--- src/rtl/des_pkg.sv ---
// Shared DES key-schedule constants: PC-1/PC-2 index tables, shift schedule,
// widths, controller state type and 28-bit rotate helpers.
package des_pkg;

    localparam int KEY_W      = 64;
    localparam int CD_W       = 56;
    localparam int SK_W       = 48;
    localparam int HALF_W     = 28;
    localparam int NUM_ROUNDS = 16;

    typedef enum logic {
        IDLE = 1'b0,
        RUN  = 1'b1
    } state_e;

    // Entries are 1-based DES bit numbers; the first listed entry lands on the output MSB.
    localparam logic [CD_W-1:0][7:0] PC1_TBL = {
        8'd57, 8'd49, 8'd41, 8'd33, 8'd25, 8'd17, 8'd9,
        8'd1,  8'd58, 8'd50, 8'd42, 8'd34, 8'd26, 8'd18,
        8'd10, 8'd2,  8'd59, 8'd51, 8'd43, 8'd35, 8'd27,
        8'd19, 8'd11, 8'd3,  8'd60, 8'd52, 8'd44, 8'd36,
        8'd63, 8'd55, 8'd47, 8'd39, 8'd31, 8'd23, 8'd15,
        8'd7,  8'd62, 8'd54, 8'd46, 8'd38, 8'd30, 8'd22,
        8'd14, 8'd6,  8'd61, 8'd53, 8'd45, 8'd37, 8'd29,
        8'd21, 8'd13, 8'd5,  8'd28, 8'd20, 8'd12, 8'd4
    };

    localparam logic [SK_W-1:0][7:0] PC2_TBL = {
        8'd14, 8'd17, 8'd11, 8'd24, 8'd1,  8'd5,
        8'd3,  8'd28, 8'd15, 8'd6,  8'd21, 8'd10,
        8'd23, 8'd19, 8'd12, 8'd4,  8'd26, 8'd8,
        8'd16, 8'd7,  8'd27, 8'd20, 8'd13, 8'd2,
        8'd41, 8'd52, 8'd31, 8'd37, 8'd47, 8'd55,
        8'd30, 8'd40, 8'd51, 8'd45, 8'd33, 8'd48,
        8'd44, 8'd49, 8'd39, 8'd56, 8'd34, 8'd53,
        8'd46, 8'd42, 8'd50, 8'd36, 8'd29, 8'd32
    };

    // Bit r-1 set means round r shifts by one (rounds 1, 2, 9, 16); all others shift by two.
    localparam logic [NUM_ROUNDS-1:0] SHIFT1_TBL = 16'h8103;

    function automatic logic [1:0] shift_amt(input logic [3:0] idx);
        return SHIFT1_TBL[idx] ? 2'd1 : 2'd2;
    endfunction

    function automatic logic [HALF_W-1:0] rotl28(input logic [HALF_W-1:0] x, input logic [1:0] n);
        return (n == 2'd1) ? {x[26:0], x[27]} : {x[25:0], x[27:26]};
    endfunction

    function automatic logic [HALF_W-1:0] rotr28(input logic [HALF_W-1:0] x, input logic [1:0] n);
        return (n == 2'd1) ? {x[0], x[27:1]} : {x[1:0], x[27:2]};
    endfunction

endpackage

--- src/rtl/des_pc_perm.sv ---
// Combinational bit permutation driven by a table of 1-based source bit numbers
// (bit 1 = din MSB); the table entry at index o selects dout[o].
module des_pc_perm #(
    parameter int                         IN_W  = 64,
    parameter int                         OUT_W = 56,
    parameter logic [OUT_W-1:0][7:0]      TBL   = {OUT_W{8'd1}}
) (
    input  logic [IN_W-1:0]  din,
    output logic [OUT_W-1:0] dout
);

    for (genvar o = 0; o < OUT_W; o++) begin : g_bit
        assign dout[o] = din[IN_W - int'(TBL[o])];
    end

endmodule

--- src/rtl/des_key_scheduler.sv ---
// Sequential DES key schedule: one 48-bit subkey per handshake, encrypt or decrypt order.
// Optional key parity rejection with a key_err pulse under DES_KEY_PARITY_CHECK_EN.
module des_key_scheduler
    import des_pkg::*;
#(
    parameter int NUM_ROUNDS_P = NUM_ROUNDS
) (
    input  logic             clk,
    input  logic             rst_n,
    input  logic [KEY_W-1:0] key_in,
    input  logic             key_valid,
    output logic             key_ready,
    input  logic             decrypt,
    output logic             sk_valid,
    input  logic             sk_ready,
    output logic [SK_W-1:0]  sk_out,
    output logic [3:0]       sk_round,
    output logic             sk_last,
`ifdef DES_KEY_PARITY_CHECK_EN
    output logic             key_err,
`endif
    output logic             busy
);

    state_e            state_q, state_d;
    logic [CD_W-1:0]   cd_q, cd_d, cd0;
    logic [3:0]        cnt_q, cnt_d, nxt;
    logic              mode_q, mode_d;
    logic              sk_valid_q, sk_valid_d;
    logic [SK_W-1:0]   sk_out_q, sk_out_d, sk_next;
    logic [3:0]        sk_round_q, sk_round_d;
    logic              sk_last_q, sk_last_d;
    logic              upd;
    logic              key_ok;

    function automatic logic [CD_W-1:0] cd_rotl(input logic [CD_W-1:0] cd, input logic [1:0] n);
        return {rotl28(cd[CD_W-1:HALF_W], n), rotl28(cd[HALF_W-1:0], n)};
    endfunction

    function automatic logic [CD_W-1:0] cd_rotr(input logic [CD_W-1:0] cd, input logic [1:0] n);
        return {rotr28(cd[CD_W-1:HALF_W], n), rotr28(cd[HALF_W-1:0], n)};
    endfunction

    des_pc_perm #(.IN_W(KEY_W), .OUT_W(CD_W), .TBL(PC1_TBL)) u_pc1 (
        .din  (key_in),
        .dout (cd0)
    );

    // PC-2 sees the next C/D so the subkey is registered alongside it.
    des_pc_perm #(.IN_W(CD_W), .OUT_W(SK_W), .TBL(PC2_TBL)) u_pc2 (
        .din  (cd_d),
        .dout (sk_next)
    );

`ifdef DES_KEY_PARITY_CHECK_EN
    logic key_err_q, key_err_d;

    always_comb begin
        key_ok = 1'b1;
        for (int b = 0; b < KEY_W / 8; b++) begin
            if (!(^key_in[b*8 +: 8])) key_ok = 1'b0;
        end
    end
`else
    assign key_ok = 1'b1;
`endif

    assign nxt = cnt_q + 4'd1;

    always_comb begin
        state_d    = state_q;
        cd_d       = cd_q;
        cnt_d      = cnt_q;
        mode_d     = mode_q;
        sk_valid_d = sk_valid_q;
        sk_round_d = sk_round_q;
        sk_last_d  = sk_last_q;
        upd        = 1'b0;
`ifdef DES_KEY_PARITY_CHECK_EN
        key_err_d  = 1'b0;
`endif
        case (state_q)
            IDLE: begin
                if (key_valid) begin
                    if (key_ok) begin
                        state_d    = RUN;
                        mode_d     = decrypt;
                        cnt_d      = 4'd0;
                        // Decrypt starts from CD16, which equals CD0 after the full 28-bit cycle.
                        cd_d       = decrypt ? cd0 : cd_rotl(cd0, shift_amt(4'd0));
                        sk_valid_d = 1'b1;
                        sk_round_d = decrypt ? 4'd15 : 4'd0;
                        sk_last_d  = 1'b0;
                        upd        = 1'b1;
                    end
`ifdef DES_KEY_PARITY_CHECK_EN
                    else begin
                        key_err_d = 1'b1;
                    end
`endif
                end
            end
            RUN: begin
                if (sk_ready) begin
                    if (sk_last_q) begin
                        state_d    = IDLE;
                        sk_valid_d = 1'b0;
                        sk_last_d  = 1'b0;
                    end else begin
                        cnt_d      = nxt;
                        cd_d       = mode_q ? cd_rotr(cd_q, shift_amt(4'(5'd16 - 5'(nxt))))
                                            : cd_rotl(cd_q, shift_amt(nxt));
                        sk_round_d = mode_q ? (4'd15 - nxt) : nxt;
                        sk_last_d  = (nxt == 4'd15);
                        upd        = 1'b1;
                    end
                end
            end
            default: state_d = IDLE;
        endcase
    end

    assign sk_out_d = upd ? sk_next : sk_out_q;

    always_ff @(posedge clk or negedge rst_n) begin
        if (!rst_n) begin
            state_q    <= IDLE;
            cd_q       <= '0;
            cnt_q      <= '0;
            mode_q     <= 1'b0;
            sk_valid_q <= 1'b0;
            sk_out_q   <= '0;
            sk_round_q <= '0;
            sk_last_q  <= 1'b0;
        end else begin
            state_q    <= state_d;
            cd_q       <= cd_d;
            cnt_q      <= cnt_d;
            mode_q     <= mode_d;
            sk_valid_q <= sk_valid_d;
            sk_out_q   <= sk_out_d;
            sk_round_q <= sk_round_d;
            sk_last_q  <= sk_last_d;
        end
    end

`ifdef DES_KEY_PARITY_CHECK_EN
    always_ff @(posedge clk or negedge rst_n) begin
        if (!rst_n) key_err_q <= 1'b0;
        else        key_err_q <= key_err_d;
    end

    assign key_err = key_err_q;
`endif

    assign key_ready = (state_q == IDLE);
    assign busy      = (state_q != IDLE);
    assign sk_valid  = sk_valid_q;
    assign sk_out    = sk_out_q;
    assign sk_round  = sk_round_q;
    assign sk_last   = sk_last_q;

endmodule

--- config.mk ---
export PLATFORM = sky130hd
export DESIGN_NAME = des_key_scheduler
export DESIGN_NICKNAME = d
export VERILOG_FILES = /design/src/rtl/des_pkg.sv /design/src/rtl/des_pc_perm.sv /design/src/rtl/des_key_scheduler.sv
export SDC_FILE = /design/constraint.sdc
export NUM_CORES = 1
export LEC_CHECK = 0
export ABC_AREA = 1
export BUFFER_PORTS_ARGS = -buffer_cell sky130_fd_sc_hd__buf_2
export CAP_MARGIN = 20
export CORE_UTILIZATION = 40
export DETAILED_ROUTE_END_ITERATION = 12
export GPL_ROUTABILITY_DRIVEN = 1
export HOLD_SLACK_MARGIN = 0.15
export PLACE_DENSITY = 0.58
export SETUP_SLACK_MARGIN = 0.15
export SLEW_MARGIN = 15
export SYNTH_ARGS = -nofsm -noshare
export SYNTH_HDL_FRONTEND = slang
export SYNTH_HIERARCHICAL = 1
export SYNTH_SLANG_ARGS = --single-unit
--- constraint.sdc ---
create_clock -name clk -period 3.2 [get_ports clk]
set_input_delay 0.16 -clock clk [delete_from_list [all_inputs] [get_ports clk]]
set_output_delay 0.16 -clock clk [all_outputs]
set_load 0.005 [all_outputs]
==> results of run 1 <==
-- critical path, cell delays in order, from the launching register on --
cell     delay (ns)
dfrtp_1        0.51
ha_1           0.28
inv_1          0.10
nand2_2        0.11
nand2_4        0.08
nand2_1        0.06
nand2_1        0.08
nand2_4        0.38
buf_4          0.34
nand3_1        0.10
nand2_1        0.07
nor2_1         0.04
nor2_1         0.09
nand2_1        0.07
nand2_1        0.05
nand2_1        0.07
nand2_1        0.11
nand2_1        0.06
-- how the worst min path moves through the flow --
stage | start | endpoint | slack, ns | depth (start not counted)
2_1_floorplan | rst_n | busy | -0.14 | 0
3_3_place_gp | rst_n | sk_out[39] | 0.32 | 1
5_1_grt | key_in[7] | cd_q[28] | 0.18 | 5
3_5_place_dp | rst_n | cd_q[41] | 0.31 | 1
4_1_cts | key_in[26] | cd_q[17] | 0.15 | 5
6_report | key_in[26] | cd_q[17] | 0.17 | 5
-- cell type report --
type | instances | area [um^2] | area share
clock buffers | 23 | 498 | 0.0480
clock inverters | 5 | 75.1 | 0.00723
inverters | 139 | 522 | 0.0502
flip-flops and latches | 116 | 2900 | 0.280
well taps | 319 | 399 | 0.0384
multi-input cells | 1077 | 4840 | 0.467
repair buffers | 168 | 1140 | 0.110
-- logic make-up (layout without fill, tap and decap cells) --
logic type | Yosys count | in the layout | share of synthesized area
adders and majority gates | 4 | 4 | 0.00519
and+or+nand+nor | 804 | 804 | 0.347
DFF | 116 | 116 | 0.301
buffers and inverters | 357 | 335 | 0.199
AOI/OAI and AO/OA | 269 | 269 | 0.148
-- power groups by stage --
stage	sequential (uW)	combinational, uW	clock, uW
after floorplan	2650	6840	0
after global placement	2690	7730	0
after detailed placement	2690	7780	0
after CTS	2680	7850	1970
after global routing	2780	9030	2030
final	2680	7910	1930
-- flip-flops by register name, indices dropped and copies added (netlist names) --
| register | flops |
|---|---|
| cd_q | 56 |
| sk_out | 48 |
| cnt_q | 4 |
| sk_round | 4 |
| busy | 1 |
| mode_q | 1 |
| sk_last | 1 |
| sk_valid | 1 |
-- cell usage in the layout, fill, tap and decap left out --
master / n
nand2_4: 4
inv_1: 135
a21oi_2: 10
nor2_1: 127
buf_2: 115
dfrtp_2: 1
bufinv_16: 2
clkinv_1: 1
a21oi_1: 151
dlygate4sd3_1: 27
nor2_2: 1
clkbuf_1: 1
o31ai_1: 1
ha_1: 4
o21ai_0: 83
clkbuf_16: 17
nand2_1: 433
nand2_2: 3
a22oi_1: 9
dfrtp_1: 115
clkinv_2: 3
nand3_1: 232
buf_4: 18
o22ai_1: 14
inv_2: 3
nand4_1: 2
buf_12: 8
a31oi_1: 1
nor2_4: 1
clkbuf_8: 5
nand3_2: 1
-- layer usage --
metal,GRT usage,part of all wire,wire length [um]
met5,0,0,0
met4,0.0934,0.023,648
met3,0.0421,0.064,1850
met2,0.364,0.44,12700
met1,0.345,0.47,13600
-- stage by stage --
stage / std cells / hold slack (ns)
after global placement: 1791 / 0.319
final: 1847 / 0.167
after global routing: 1847 / 0.176
after CTS: 1846 / 0.150
after floorplan: 1550 / -0.136
after detailed placement: 1791 / 0.314
-- repair_timing --
item                                   CTS  global route
setup endpoints to repair                0             0
hold buffers                            27             0
endpoints found under the hold margin   91             0
==> impl_metrics.toml, run 1 <==
[sta]
relSlewSlack = 0.334
fin_crit_sh = 0.848
slew_violations = 0
hold_viol_final = 0
fin_tns_setup_ns = 0
period_needed_ns = 2.71
final.setup_skew_ns = 0.0103
setup_violations = 0
rsz0062_at_grt = "false"
setup_ws_ns = 0.487
timing.fmax_mhz = 369
worst-slew-pin-transition_ns = 1.00

[routing]
via_per_inst = 5.24
first_pass_iters = 6
wl_per_cell_um = 15.6
ant_nets = 0
drt_first_iter_violations = 931
via_count = 9682
wirelength_mm = 28.8
drc = 0

[clock_tree]
numCtsBuffers = 17
insertion_delay_ns = 0.42
cts_sinks = 116
htreeDepth = 4
cts_tree = "done"
cts_setup_buffers = 0
cts_resized = 0
clk_pin_slew_worst_paths_ns = 0.06
cts_buffer_depth = 2
cts_root_buf = "clkbuf_16"

[finish]
finalNetCount = 1592
postLayoutCoreUtil = 0.441
n_antenna_cell = 0
final_cell_area_mm2 = 0.0104
drive_above_1_share = 0.126
fillCellCount = 2544
area_delta_synth_final_pct = 7.68

[critical_path]
critPathLaunch = "cnt_q[0]"
cp-start-kind = "flip-flop"
cp-endpoint = "sk_out[23]"
regToRegSetupSlack_ns = 0.49
r2r-end = "sk_out[23]"
r2r_cells = 17
critPathMaxFanout = 39
reg2reg_from = "cnt_q[0]"
critPathKind = "reg -> reg"
worstSetupEndpointType = "flip-flop"
critPathArrivalTime_ns = 3.02
crit_required_ns = 3.51

[floorplanning]
fp.dieW_um = 157
coreArea_mm2 = 0.0235
initial_core_util = 0.410
die_h_um = 157
core.rowCount = 56
pin_count = 125
die_area_mm2 = 0.0247

[pwr]
p_per_area_mw_per_mm2 = 1210
finalPower_uw = 12500
clockPowerShare = 0.154
pwr-share-comb = 0.632
swShare = 0.508
irDropWorstVdd_uv = 1130
leakage_uw = 0.00541
switchingPower_uw = 6360
seq_power_share = 0.214
intPower_uw = 6150

[placement]
port_buffers = 116
place_ws_ns = 0.481
place_area_mm2 = 0.00952
hpwl_mm = 17.2
gp_congestion = 0.818

[synth]
synth.most_common_cell = "nand2_1"
synthFlopType = "dfrtp_1"
syn_area_mm2 = 0.00964
syn-num-nets = 1623
synth_warnings = 6
ys_ff_latch = 116
avgSynthCellArea_um2 = 6.22
async_flop_share = 1.00
yosysSeqAreaShare = 0.301
ys_types = 25
synth_top_area_share = 0.301
ys_top_cells_by_area = "dfrtp_1 (30%), nand2_1 (17%), nand3_1 (12%)"
synth_cells = 1550
synth_top_area_cell = "dfrtp_1"
synth-edff-count = 0
synth_common_cells = "nand2_1 (434), nand3_1 (232), a21oi_1 (151)"

[global_routing]
grt-ovfl-total = 0
grt_pass1_vias = 9014
grt_max_degree = 94
track_usage = 0.243
grt_pass1_wl_mm = 47.3
antenna_found_initial = 0

[run_status]
status = "finished clean"

[run]
cap_violations = 0

[worst_hold_path]
worst_hold_path_type = "in -> reg"
No activity file was read; power rests on OpenSTA's default activity.
==> run 2, diff against run 1 <==
--- a/config.mk
+++ b/config.mk
@@ -12,7 +12,7 @@
 export DETAILED_ROUTE_END_ITERATION = 12
 export GPL_ROUTABILITY_DRIVEN = 1
 export HOLD_SLACK_MARGIN = 0.15
-export PLACE_DENSITY = 0.58
+export PLACE_DENSITY = 0.6
 export SETUP_SLACK_MARGIN = 0.15
 export SLEW_MARGIN = 15
 export SYNTH_ARGS = -nofsm -noshare
==> constraint.sdc (replaced) <==
create_clock -name clk -period 2.2 [get_ports clk]
set_input_delay 0.11 -clock clk [delete_from_list [all_inputs] [get_ports clk]]
set_output_delay 0.11 -clock clk [all_outputs]
set_load 0.005 [all_outputs]
==> run 2 against run 1 <==
The run now ends with setup timing left. Combinational power grew 120%. Clock-buffer cell count is 1 lower. Utilization rose by 9.0 points. Critical path depth rose by 1. Clock skew down 0.0013 ns. Non-clock buffer count grew 86. Global-route usage up 0.66 points. Final area rose by 20%. Final cell count increased by 4.8%. Die area unchanged.
==> impl_metrics.toml, run 2 (same netlist as run 1, synthesis figures left out) <==
[run_status]
status = "finished with violations"
violations = "setup timing"

[clock_tree]
clk_pin_slew_worst_paths_ns = 0.06
cts_root_buf = "clkbuf_16"
cts_buffer_depth = 2
cts_sinks = 116
cts_tree = "done"
insertion_delay_ns = 0.42
numCtsBuffers = 17
htreeDepth = 4

[finish]
largest_reg_flops = 56
instances_no_fill = 1936
layout_common_cells = "nand2_1 (378), nand3_1 (191), inv_1 (126)"
multi_input_area_mm2 = 0.00550
register_area_mm2 = 0.00291
fillCellCount = 2273
finalNetCount = 1678
area_delta_synth_final_pct = 29.7
drive_above_1_share = 0.255
layout_commonest_cell = "nand2_1"
regMostFlops = "cd_q"

[routing]
wl_met1_mm = 14.6
ant_nets = 0
drc = 0
routed-wl-met3_mm = 2.59
via_per_inst = 5.45
wirelength_mm = 33.3
via_count = 10600
wl_per_cell_um = 17.2
routed.top_layer = "met4"
drt_first_iter_violations = 1254
met2_length_mm = 15.1
first_pass_iters = 6

[placement]
dp_cells = 1809
place_ws_ns = -0.0549
port_buffers = 116
hpwl_mm = 18.0
gp_congestion = 0.827

[sta]
hold_viol_final = 0
slew_violations = 0
period_needed_ns = 2.23
timing.fmax_mhz = 448
final.setup_skew_ns = 0.00904
fin_tns_setup_ns = -0.0647
setup_ws_ns = -0.0313
setup_violations = 4
fin_crit_sh = 1.01
rsz0062_at_grt = "true"
relSlewSlack = 0.393
worst-slew-pin-transition_ns = 0.908

[critical_path]
crit_required_ns = 2.56
critPathKind = "reg -> reg"
critPathArrivalTime_ns = 2.59
critPathMaxFanout = 13
worstSetupEndpointType = "flip-flop"
cp-start-kind = "flip-flop"

[floorplanning]
coreArea_mm2 = 0.0235
fp.dieW_um = 157
core.rowCount = 56
die_area_mm2 = 0.0247
initial_core_util = 0.410
pin_count = 125
die_h_um = 157

[global_routing]
track_usage = 0.249
grt-ovfl-total = 0
antenna_found_initial = 0
grt_pass1_wl_mm = 48.9
grt_max_degree = 113
grt_pass1_vias = 9408

[worst_hold_path]
worst_hold_path_type = "in -> reg"

[pwr]
leakage_uw = 0.00626
switchingPower_uw = 11800
irDropWorstVdd_uv = 1060
p_per_area_mw_per_mm2 = 1960
swShare = 0.483
pwr-share-comb = 0.719
seq_power_share = 0.163
clockPowerShare = 0.117
intPower_uw = 12700

[run]
cap_violations = 0
==> run 2: changes by cell type in the layout (fill, tap and decap cells not counted), sizes merged <==
| cell | previous run | this run |
|---|---|---|
| bufbuf | 0 | 1 |
| diode | 0 | 1 |
| dlygate4sd3 | 27 | 42 |
| clkbuf | 23 | 41 |
| buf | 141 | 192 |
| clkinvlp | 0 | 3 |
==> run 2: power groups by stage <==
stage                     registers, uW  clock network, uW  logic, uW
after floorplan                    3850                  0      10400
after global placement             3920                  0      12200
after detailed placement           3900                  0      12300
after CTS                          3920               2890      13700
after global routing               4130               2980      19000
final                              3990               2870      17600
==> run 2: per-stage QoR <==
stage | cell area (um^2) | hold slack (ns) | util | total power (uW)
2_1_floorplan | 9790 | -0.186 | - | 14200
3_3_place_gp | 9960 | 0.0393 | 0.423 | 16100
3_5_place_dp | 9960 | 0.0454 | 0.423 | 16200
4_1_cts | 11400 | 0.171 | 0.483 | 20500
5_1_grt | 12500 | 0.197 | 0.531 | 26100
6_report | 12500 | 0.177 | 0.531 | 24500
==> run 2: timing repair <==
action,4_1_cts,5_1_grt
setup endpoints to repair,83,104
hold buffers,42,0
buffers inserted,13,13
hold endpoints to repair,174,0
gates resized for setup,49,123
gates cloned,5,23
pin swaps,17,73
==> run 2: layout make-up <==
| type | count | share of cell area |
|---|---|---|
| multi-input cells | 1077 | 0.440 |
| clock inverters | 8 | 0.00810 |
| clock buffers | 22 | 0.0387 |
| flip-flops and latches | 116 | 0.232 |
| diodes | 1 | 0.000200 |
| repair buffers | 254 | 0.206 |
| well taps | 319 | 0.0319 |
| inverters | 139 | 0.0425 |
==> run 2: metal layers <==
| metal | track usage | up-vias |
|---|---|---|
| met5 | 0 | - |
| met4 | 0.0832 | 0 |
| met3 | 0.0347 | 95 |
| met2 | 0.389 | 556 |
| met1 | 0.352 | 4901 |
| li1 | - | 5007 |
==> run 2: critical path, stage by stage, from the launching register on <==
cell	delay [ns]
dfrtp_2	0.45
ha_4	0.21
inv_4	0.08
nand2_4	0.08
nand2_4	0.09
nand2_2	0.05
nand2_2	0.09
nand2_4	0.10
buf_4	0.18
buf_12	0.15
nand3_1	0.06
nand2_1	0.07
nor2_2	0.13
nor2_1	0.05
nand2_1	0.09
nand2_1	0.06
nand2_2	0.07
nand2_1	0.06
nand2_1	0.08
==> run 2: worst paths after layout <==
path	from	endpoint	slack, ns	depth (start not counted)
worst max-delay path	cnt_q[0]	sk_out[25]	-0.03	18
worst min-delay path	key_in[31]	cd_q[53]	0.18	5
worst max register to register	cnt_q[0]	sk_out[25]	-0.03	18
worst min register to register	sk_out[43]	sk_out[43]	0.46	2
max in group asynchronous	rst_n	cnt_q[1]	0.56	3
min in group asynchronous	rst_n	sk_round[3]	0.30	3
==> run 3, diff against run 2 <==
--- a/config.mk
+++ b/config.mk
@@ -8,11 +8,11 @@
 export ABC_AREA = 1
 export BUFFER_PORTS_ARGS = -buffer_cell sky130_fd_sc_hd__buf_2
 export CAP_MARGIN = 20
-export CORE_UTILIZATION = 40
+export CORE_UTILIZATION = 55
 export DETAILED_ROUTE_END_ITERATION = 12
 export GPL_ROUTABILITY_DRIVEN = 1
 export HOLD_SLACK_MARGIN = 0.15
-export PLACE_DENSITY = 0.6
+export PLACE_DENSITY = 0.75
 export SETUP_SLACK_MARGIN = 0.15
 export SLEW_MARGIN = 15
 export SYNTH_ARGS = -nofsm -noshare
==> constraint.sdc (replaced) <==
create_clock -name clk -period 2.64 [get_ports clk]
set_input_delay 0.132 -clock clk [delete_from_list [all_inputs] [get_ports clk]]
set_output_delay 0.132 -clock clk [all_outputs]
set_load 0.005 [all_outputs]
==> run 3 against run 2 <==
The run now ends clean. Hold slack got worse by 0.032 ns. Final cell count fell by 7.9%. Sequential power is 18% lower. Clock-buffer cell count fell by 1. Non-clock buffer count fell by 60. Power decreased by 34%. Critical path depth shrank 1. Worst setup slack better by 0.30 ns. Critical path type unchanged. Largest cell class unchanged.
==> impl_metrics.toml, run 3 (same netlist as run 1, synthesis figures left out) <==
[run_status]
status = "finished clean"

[clock_tree]
clk_pin_slew_worst_paths_ns = 0.06
cts_buffer_depth = 2
htreeDepth = 4
cts_root_buf = "clkbuf_16"
numCtsBuffers = 17
insertion_delay_ns = 0.43
cts_sinks = 116
cts_tree = "done"

[critical_path]
r2r_cells = 17
r2r-end = "sk_out[26]"
crit_required_ns = 2.95
worstSetupEndpointType = "flip-flop"
cp-start-kind = "flip-flop"
critPathMaxFanout = 14
reg2reg_from = "cnt_q[1]"
critPathArrivalTime_ns = 2.69
regToRegSetupSlack_ns = 0.27
critPathKind = "reg -> reg"

[pwr]
irDropWorstVdd_uv = 837
p_per_area_mw_per_mm2 = 1510
leakage_uw = 0.00563

[worst_hold_path]
hold_path_depth = 5
worst_hold_path_type = "in -> reg"
min_from = "key_in[50]"
hold_end = "cd_q[14]"

[placement]
port_buffers = 116
gp_congestion = 0.874
hpwl_mm = 17.1
place_ws_ns = 0.154

[floorplanning]
fp.dieW_um = 134
initial_core_util = 0.559
pin_count = 125
die_h_um = 134
core.rowCount = 48
die_area_mm2 = 0.0181
coreArea_mm2 = 0.0172

[finish]
layout_commonest_cell = "nand2_1"
layout_common_cells = "nand2_1 (423), nand3_1 (232), a21oi_1 (151)"
fillCellCount = 1601
drive_above_1_share = 0.146
area_delta_synth_final_pct = 11.6
largest_reg_flops = 56
regMostFlops = "cd_q"
finalNetCount = 1619

[sta]
relSlewSlack = 0.493
setup_violations = 0
final.setup_skew_ns = 0.00864
setup_ws_ns = 0.267
slew_violations = 0
rsz0062_at_grt = "true"
fin_crit_sh = 0.899
fin_tns_setup_ns = 0
timing.fmax_mhz = 421
hold_viol_final = 0
worst-slew-pin-transition_ns = 0.761
period_needed_ns = 2.37

[global_routing]
track_usage = 0.310
grt_max_degree = 113
grt_pass1_wl_mm = 44.6
grt-ovfl-total = 0
grt_pass1_vias = 8835
antenna_found_initial = 1

[routing]
wirelength_mm = 28.5
drt_first_iter_violations = 1494
first_pass_iters = 6
wl_per_cell_um = 16.0
via_count = 10200
ant_nets = 0
drc = 0
via_per_inst = 5.70

[run]
cap_violations = 0
[run 3: final cells by class]
type | instances | area (um^2) | area share
Clock buffer | 21 | 450 | 0.0419
Inverter | 139 | 522 | 0.0485
Clock inverter | 10 | 133 | 0.0123
Timing Repair Buffer | 194 | 1540 | 0.143
Sequential cell | 116 | 2910 | 0.270
Tap cell | 225 | 282 | 0.0262
Antenna cell | 1 | 2.50 | 0.000233
Multi-Input combinational cell | 1078 | 4920 | 0.458
[run 3: layer usage]
layer / track usage / wire (um) / part of all wire
met1: 0.442 / 12300 / 0.43
met2: 0.470 / 12700 / 0.45
met3: 0.0461 / 2740 / 0.096
met4: 0.125 / 754 / 0.026
met5: 0 / 0 / 0
[run 3: repair_timing]
item,in CTS,in global routing
hold buffers,35,0
gates resized for setup,1,25
hold endpoints to repair,96,0
pin swaps,0,4
setup endpoints to repair,2,77
cloned,0,4
buffers inserted,0,2
[run 3: worst max-delay path by stage]
| stage | slack [ns] | endpoint | startpoint | cells after the start |
|---|---|---|---|---|
| 6_report | 0.27 | sk_out[26] | cnt_q[1] | 17 |
| 5_1_grt | 0.12 | sk_out[26] | cnt_q[0] | 17 |
| 4_1_cts | 0.15 | sk_out[26] | cnt_q[0] | 17 |
| 3_5_place_dp | 0.15 | sk_out[29] | cnt_q[0] | 17 |
| 3_3_place_gp | 0.25 | sk_out[24] | cnt_q[1] | 16 |
| 2_1_floorplan | 0.36 | sk_out[17] | cnt_q[0] | 20 |
[run 3: worst max-delay path, stage by stage (launching register included)]
cell	delay, ns
dfrtp_2	0.45
inv_1	0.14
ha_4	0.23
inv_2	0.08
nand2_1	0.10
inv_1	0.07
nand2_1	0.07
nand2_1	0.08
nand2_2	0.10
nand2_4	0.16
buf_12	0.17
nand3_1	0.12
nand3_1	0.12
nand2_1	0.07
nand2_1	0.07
nand2_2	0.10
nand2_1	0.09
nand2_1	0.05
[run 3: report_power, final]
part / leakage, uW / switching [uW] / total (uW) / internal, uW
sequential: 0.00133 / 554 / 3260 / 2710
combinational: 0.00401 / 6720 / 10600 / 3900
clock: 0.000279 / 854 / 2350 / 1490
[run 3: per-stage QoR]
step | power (uW) | utilization | hold WS, ns | cell area (um^2) | std cells
2_1_floorplan | 11500 | - | -0.164 | 9640 | 1550
3_3_place_gp | 12800 | 0.559 | 0.224 | 9630 | 1711
3_5_place_dp | 13000 | 0.559 | 0.238 | 9630 | 1711
4_1_cts | 15500 | 0.613 | 0.154 | 10600 | 1777
5_1_grt | 17500 | 0.624 | 0.176 | 10800 | 1784
6_report | 16200 | 0.624 | 0.145 | 10800 | 1784
